[src/rtl/fp_to_int_pipe.sv]
// Pipelined IEEE-754 single to W-bit integer converter: four rounding modes, saturating results, IEEE flags.
// Latency 3, throughput 1; the whole pipe stalls together while out_valid is held by ~out_ready.
module fp_to_int_pipe #(
  parameter int OUT_WIDTH  = 32,
  parameter bit SIGNED_OUT = 1'b1
) (
  input  logic                 clk,
  input  logic                 resetn,
  input  logic                 in_valid,
  output logic                 in_ready,
  input  logic [31:0]          in_data,
  input  logic [1:0]           in_rm,
  output logic                 out_valid,
  input  logic                 out_ready,
  output logic [OUT_WIDTH-1:0] out_data,
  output logic                 out_overflow,
  output logic                 out_underflow,
  output logic                 out_invalid,
  output logic                 out_inexact
);
  localparam int         W        = OUT_WIDTH;
  localparam int         FXW      = W + 24;
  localparam logic [7:0] EXP_OVF  = 8'(127 + W);
  localparam logic [W:0] MAG_HALF = {2'b01, {(W-1){1'b0}}};
  localparam logic [W:0] MAG_SMAX = {2'b00, {(W-1){1'b1}}};

  typedef enum logic [1:0] {
    RM_RNE = 2'd0,
    RM_RZ  = 2'd1,
    RM_RP  = 2'd2,
    RM_RM  = 2'd3
  } rm_t;

  typedef struct packed {
    logic        sign;
    logic [7:0]  exp;
    logic [23:0] man;
    logic        zero;
    logic        den;
    logic        inf;
    logic        nan;
    rm_t         rm;
  } s1_t;

  typedef struct packed {
    logic       sign;
    logic       nan;
    logic       ovf;
    logic [W:0] mag;
    logic       rnd;
    logic       sticky;
    rm_t        rm;
  } s2_t;

  s1_t            s1_d, s1_q;
  s2_t            s2_d, s2_q;
  logic           v1, v2;
  logic [7:0]     sh;
  logic [FXW-1:0] fx;
  logic           inc;
  logic [W:0]     rounded;
  logic [W-1:0]   neg_mag;
  logic [W-1:0]   res;
  logic           ovf, unf, inv, inx;

  assign in_ready = ~(out_valid & ~out_ready);

  always_comb begin
    s1_d      = '0;
    s1_d.sign = in_data[31];
    s1_d.exp  = in_data[30:23];
    s1_d.man  = {(in_data[30:23] != 8'd0), in_data[22:0]};
    s1_d.zero = (in_data[30:23] == 8'd0)  && (in_data[22:0] == 23'd0);
    s1_d.den  = (in_data[30:23] == 8'd0)  && (in_data[22:0] != 23'd0);
    s1_d.inf  = (in_data[30:23] == 8'hFF) && (in_data[22:0] == 23'd0);
    s1_d.nan  = (in_data[30:23] == 8'hFF) && (in_data[22:0] != 23'd0);
    s1_d.rm   = rm_t'(in_rm);
  end

  // fx holds the value with 24 fraction bits: integer part above bit 24, round bit 23, sticky below.
  always_comb begin
    sh          = s1_q.exp - 8'd126;
    fx          = {{W{1'b0}}, s1_q.man} << sh;
    s2_d        = '0;
    s2_d.sign   = s1_q.sign;
    s2_d.nan    = s1_q.nan;
    s2_d.rm     = s1_q.rm;
    s2_d.ovf    = ~s1_q.nan & (s1_q.inf | (s1_q.exp >= EXP_OVF));
    if (!(s1_q.zero | s1_q.nan | s2_d.ovf)) begin
      if (s1_q.den || (s1_q.exp < 8'd126)) begin
        s2_d.sticky = 1'b1;
      end else begin
        s2_d.mag    = {1'b0, fx[FXW-1:24]};
        s2_d.rnd    = fx[23];
        s2_d.sticky = |fx[22:0];
      end
    end
  end

  always_comb begin
    inc = 1'b0;
    case (s2_q.rm)
      RM_RNE: inc = s2_q.rnd & (s2_q.sticky | s2_q.mag[0]);
      RM_RZ:  inc = 1'b0;
      RM_RP:  inc = ~s2_q.sign & (s2_q.rnd | s2_q.sticky);
      RM_RM:  inc = s2_q.sign & (s2_q.rnd | s2_q.sticky);
    endcase
    rounded = s2_q.mag + {{W{1'b0}}, inc};
    neg_mag = {W{1'b0}} - rounded[W-1:0];
    res     = '0;
    ovf     = 1'b0;
    unf     = 1'b0;
    inv     = 1'b0;
    if (s2_q.nan) begin
      inv = 1'b1;
    end else if (SIGNED_OUT) begin
      // A magnitude of exactly 2^(W-1) only fits as the most negative value.
      if (!s2_q.sign) begin
        if (s2_q.ovf || (rounded > MAG_SMAX)) begin
          res = {1'b0, {(W-1){1'b1}}};
          ovf = 1'b1;
        end else begin
          res = rounded[W-1:0];
        end
      end else begin
        if (s2_q.ovf || (rounded > MAG_HALF)) begin
          res = {1'b1, {(W-1){1'b0}}};
          unf = 1'b1;
        end else begin
          res = neg_mag;
        end
      end
    end else begin
      if (!s2_q.sign) begin
        if (s2_q.ovf || rounded[W]) begin
          res = '1;
          ovf = 1'b1;
        end else begin
          res = rounded[W-1:0];
        end
      end else if (s2_q.ovf || (rounded != '0)) begin
        unf = 1'b1;
      end
    end
    inx = (s2_q.rnd | s2_q.sticky) & ~ovf & ~unf & ~inv;
  end

  always_ff @(posedge clk or negedge resetn) begin
    if (!resetn) begin
      v1            <= 1'b0;
      v2            <= 1'b0;
      s1_q          <= '0;
      s2_q          <= '0;
      out_valid     <= 1'b0;
      out_data      <= '0;
      out_overflow  <= 1'b0;
      out_underflow <= 1'b0;
      out_invalid   <= 1'b0;
      out_inexact   <= 1'b0;
    end else if (in_ready) begin
      v1            <= in_valid;
      s1_q          <= s1_d;
      v2            <= v1;
      s2_q          <= s2_d;
      out_valid     <= v2;
      out_data      <= res;
      out_overflow  <= ovf;
      out_underflow <= unf;
      out_invalid   <= inv;
      out_inexact   <= inx;
    end
  end

endmodule
[config.mk]
export PLATFORM = sky130hd
export DESIGN_NAME = fp_to_int_pipe
export DESIGN_NICKNAME = d
export VERILOG_FILES = /design/src/rtl/fp_to_int_pipe.sv
export SDC_FILE = /design/constraint.sdc
export NUM_CORES = 1
export LEC_CHECK = 0
export ABC_AREA = 1
export CAP_MARGIN = 15
export CORE_MARGIN = 1
export CORE_UTILIZATION = 60
export DETAILED_ROUTE_END_ITERATION = 12
export GPL_ROUTABILITY_DRIVEN = 0
export GPL_TIMING_DRIVEN = 0
export PLACE_DENSITY = 0.94
export SYNTH_ARGS = -nofsm -noshare
export SYNTH_HDL_FRONTEND = slang
export SYNTH_SLANG_ARGS = --single-unit
[constraint.sdc]
create_clock -name clk -period 4.4 [get_ports clk]
set_input_delay 1.32 -clock clk [delete_from_list [all_inputs] [get_ports clk]]
set_output_delay 1.32 -clock clk [all_outputs]
set_load 0.02 [all_outputs]
Word-level counts from Yosys, hierarchy flattened --
Index checks and enable logic that the tools add are counted. Widths: inputs -> output; s select.
Storage, ports and cells: flip-flop bits (word level) 118, input bits 38, output and inout port bits 38, word-level logic and storage cells 83
Operators by class: add/sub/neg operators 3, magnitude comparators 4, eq/ne operators 4, shift-type cells 1, muxes and demuxes 15, bitwise operators 20, reductions and logical operators 13
Operator list (count):
- $mux 32 | 4
- $shl 24x8->56 | 1
- $mux 34 | 1
- $add 33x1->33 | 1
- $gt 33x31->1 const B | 1
- $gt 33x32->1 const B | 1
- $mux 33 | 1
- $sub 1x32->32 const A | 1
- $logic_not 23->1 | 1
- $reduce_bool 23->1 | 1
- $reduce_or 23->1 | 1
- $and 1x1->1 | 8
- $eq 8x8->1 const B | 1
- $ge 8x8->1 const B | 1
- $logic_not 8->1 | 1
- $lt 8x7->1 const B | 1
- $mux 1 | 8
- $reduce_bool 8->1 | 1
- $sub 8x7->8 const B | 1
- $not 1->1 | 7
- $or 1x1->1 | 5
- $eq 2x2->1 const B | 2
- $logic_and 1x1->1 | 4
- $pmux 1 s4 | 1
- other kinds (3) | 5

Depth between registers and ports, before layout --
depth after elaboration 13, depth in mapped cells 26, gate-level depth less buffers 24

Worst setup path after synthesis --
No wires, ideal clock.
path kind input port to output port, start input out_ready, end output in_ready, arrival time 2.171 ns, setup slack 0.909 ns, stages 3, path buffers 1, path through nor2_1 clkinv_1 clkbuf_1
Between the ends: cells in the longest elaborated chain, start to end 3
RTL lines:
- from (decl) | line 14 | input logic out_ready,
- $not 1->1 | line 66 | assign in_ready = ~(out_valid & ~out_ready);
- $and 1x1->1 | line 66
- $not 1->1 | line 66
- to (decl) | line 10 | output logic in_ready,
No other way between the ends.

Worst setup path after layout --
Same ends and word-level chain as after synthesis.

==> run metrics <==
buffers added on ports=75; number of flops mapped to enable cells by yosys=0; first-pass GRT wire length=50,500 um; CP required=3.08 ns; fin crit share=0.961; Routed Antenna Nets=0; synth-to-layout area growth=18.9%; TritonRoute pass-1 iters=12; core area=14,600 um^2; synth warn=0; worst vdd ir=378 uV; worst hold endpoint=out_valid$_DFFE_PN0N_; I/O pins=76; fin worst setup slack=0.172 ns; worst-path maximum fanout=10; Clk pin slew, worst setup/hold paths=0.06 ns; Root Buffer=clkbuf_16; setup slack, reg-to-reg=0.21 ns; R2R Path Start=s2_q[39]$_DFFE_PN0N_; Setup crit start kind=input pin; max-cap viol count=0; outcome=complete, but fails checks; clk sink count=117; Syn Std Cell Area=9050 um^2; Fin. Hold Viols=0; CTS tree=yes; Place WS=-0.485 ns; failing checks=DRC; Rows=44; fin area=10,800 um^2; ys flop type=dfrtp_1; # H-tree levels=4; layout cells sized above 1=0.0818; # diodes=0; WL met3=4080 um; Post-DP Area=10,100 um^2; async set-or-reset flop fraction in the synthesized netlist=1.00; cells after synthesis=1,393; Num CTS Buffers=17; FF-to-FF End=out_data[13]$_DFFE_PN0N_; Pleak=5.20 nW; Max-Slew Margin vs Limit=0.488; Total Nets Final=1,534; Synthesized Nets=1,436; Final min period=4.23 ns; DRC=6; vias in the first global route=10.3k; Pwr Total=7.98 mW; Skew-Pair Late Insertion Delay=0.44 ns; Vias=11.1k; Initial Util=0.618; Worst setup EP type=output pin; WL met2=13,900 um; Syn Area/Cell=6.50 um^2; pwr dens=742 nW/um^2; Max Freq=237 MHz; gr ovfl total=0; final core occ=0.735; final WL=31,200 um; Clock Skew=0.0123 ns; sequential area share after synthesis=0.324; Filler Cell Count=1,046; DR vias/cell=6.55; register bit count reported by yosys=117; Top Metal Used=met4; Hold Path Depth=2; Layout Cells excl Fill=1,688; # setup viols final=0; crit path kind=in -> out; CP arrival=2.91 ns; final slew viol count=0; Worst-Margin Slew=0.765 ns; die area=15,600 um^2; CTS Buffer Depth=2; Reg2Reg Depth=19; GR Util All Layers=0.411; HPWL after DPL=22,700 um; wire per inst=18.5 um; Yosys cell types=46; met1 WL=10,800 um; Initial DRC Count=1,858; Die X=125 um; initial antenna violation count=0; min-delay src=v2$_DFFE_PN0N_; Die Span Y=125 um; Hold Path Class=reg -> reg; dpl cells=1,653; pin count of the biggest net entering global routing=89
-- worst max path at each step --
| stage | cells after the start | endpoint | startpoint | slack (ns) |
|---|---|---|---|---|
| after floorplan | 3 | in_ready | out_ready | 0.91 |
| after global placement | 1 | out_data[28]$_DFFE_PN0N_ | resetn | -2.43 |
| after detailed placement | 5 | in_ready | out_ready | -0.48 |
| after CTS | 21 | out_data[25]$_DFFE_PN0N_ | s2_q[39]$_DFFE_PN0N_ | 0.03 |
| after global routing | 21 | out_data[31]$_DFFE_PN0N_ | s2_q[39]$_DFFE_PN0N_ | -0.02 |
| final | 5 | in_ready | out_ready | 0.17 |
-- cell usage after synthesis (all sizes together), types with 5 or more instances --
library cell / n / area [um^2]
ha: 5 / 62.6
nand4: 73 / 457
xor2: 24 / 248
buf: 15 / 68.8
inv: 106 / 398
nand3: 204 / 1090
or2: 7 / 43.8
and2: 5 / 31.3
dfrtp: 117 / 2930
nor3: 19 / 126
nor4: 10 / 62.6
o21ai: 70 / 354
xnor2: 7 / 61.3
clkbuf: 55 / 206
o221ai: 21 / 184
a21oi: 30 / 161
nand2: 463 / 1790
a31oi: 8 / 50.1
nor2: 133 / 584
-- layout make-up --
class | count | area (um^2) | share of cell area
Sequential cell | 117 | 2930 | 0.272
Inverter | 109 | 414 | 0.0385
Clock inverter | 15 | 189 | 0.0176
Buffer | 69 | 274 | 0.0255
Timing Repair Buffer | 80 | 822 | 0.0764
Multi-Input combinational cell | 1097 | 5470 | 0.509
Tap cell | 184 | 230 | 0.0214
Clock buffer | 17 | 425 | 0.0395
-- layout by cell type (no fill, tap or decap), drive strengths merged, types with 2 or more instances in the layout --
master / synthesis / layout
and2: 5 / 5
nor3: 19 / 19
dfrtp: 117 / 117
and3: 3 / 3
or2: 7 / 7
xnor2: 7 / 7
o221ai: 21 / 21
clkinv: 3 / 8
xor2: 24 / 24
bufinv: 0 / 2
nand4: 73 / 73
clkdlybuf4s50: 0 / 74
o22ai: 3 / 3
inv: 106 / 113
nand2: 463 / 463
nor2: 133 / 133
o211ai: 3 / 3
o21ai: 70 / 70
a21oi: 30 / 30
clkbuf: 55 / 71
buf: 15 / 21
o21bai: 2 / 2
a31oi: 8 / 8
nor3b: 2 / 2
nor4: 10 / 10
nand3: 204 / 204
ha: 5 / 5
-- report_power, final --
group | internal [mW] | switching (mW) | leakage (nW)
logic | 1.55 | 3.29 | 3.40
clock network | 0.860 | 0.601 | 0.302
registers | 1.39 | 0.276 | 1.49
-- timing repair --
item | CTS | global route
pin swaps | 0 | 2
hold buffers | 0 | 0
gates resized for setup | 6 | 7
buffers inserted | 0 | 4
endpoints found under the setup margin | 6 | 34
-- flip-flops by register name, summed over array words and instances, names as in the netlist --
name,cells
s1_q,39
out_underflow,1
out_data,32
out_inexact,1
s2_q,39
out_valid,1
out_overflow,1
v1,1
v2,1
out_invalid,1
-- metrics by stage --
step	TNS (ns)	hold WS, ns
after floorplan	0	0.420
after global placement	-283.43	0.436
after detailed placement	-0.485	0.446
after CTS	0	0.477
after global routing	-0.0235	0.499
final	0	0.471
-- worst max-delay path, cell delays in order --
cell and delay (ns):
clkdlybuf4s50_1 0.44, nor2_4 0.18, clkinv_2 0.15, clkbuf_2 0.23, clkdlybuf4s50_1 0.58
-- metal layers --
metal  global-route usage  vias up
li1                     -     4857
met3                0.112      289
met2                0.665     1001
met4                0.256        0
met5                    0        -
met1                0.486     4912
-- cells by family (layout without fill, tap and decap cells) --
kind of cell,after synthesis,in the layout,synth area share
DFF,117,117,0.324
AOI/OAI and AO/OA,141,141,0.0929
adders and majority gates,5,5,0.00691
xor gates and xnor gates,31,31,0.0342
buffers and inverters,179,290,0.0756
and+or+nand+nor,920,920,0.467
Power figures use the tool's default switching activity.
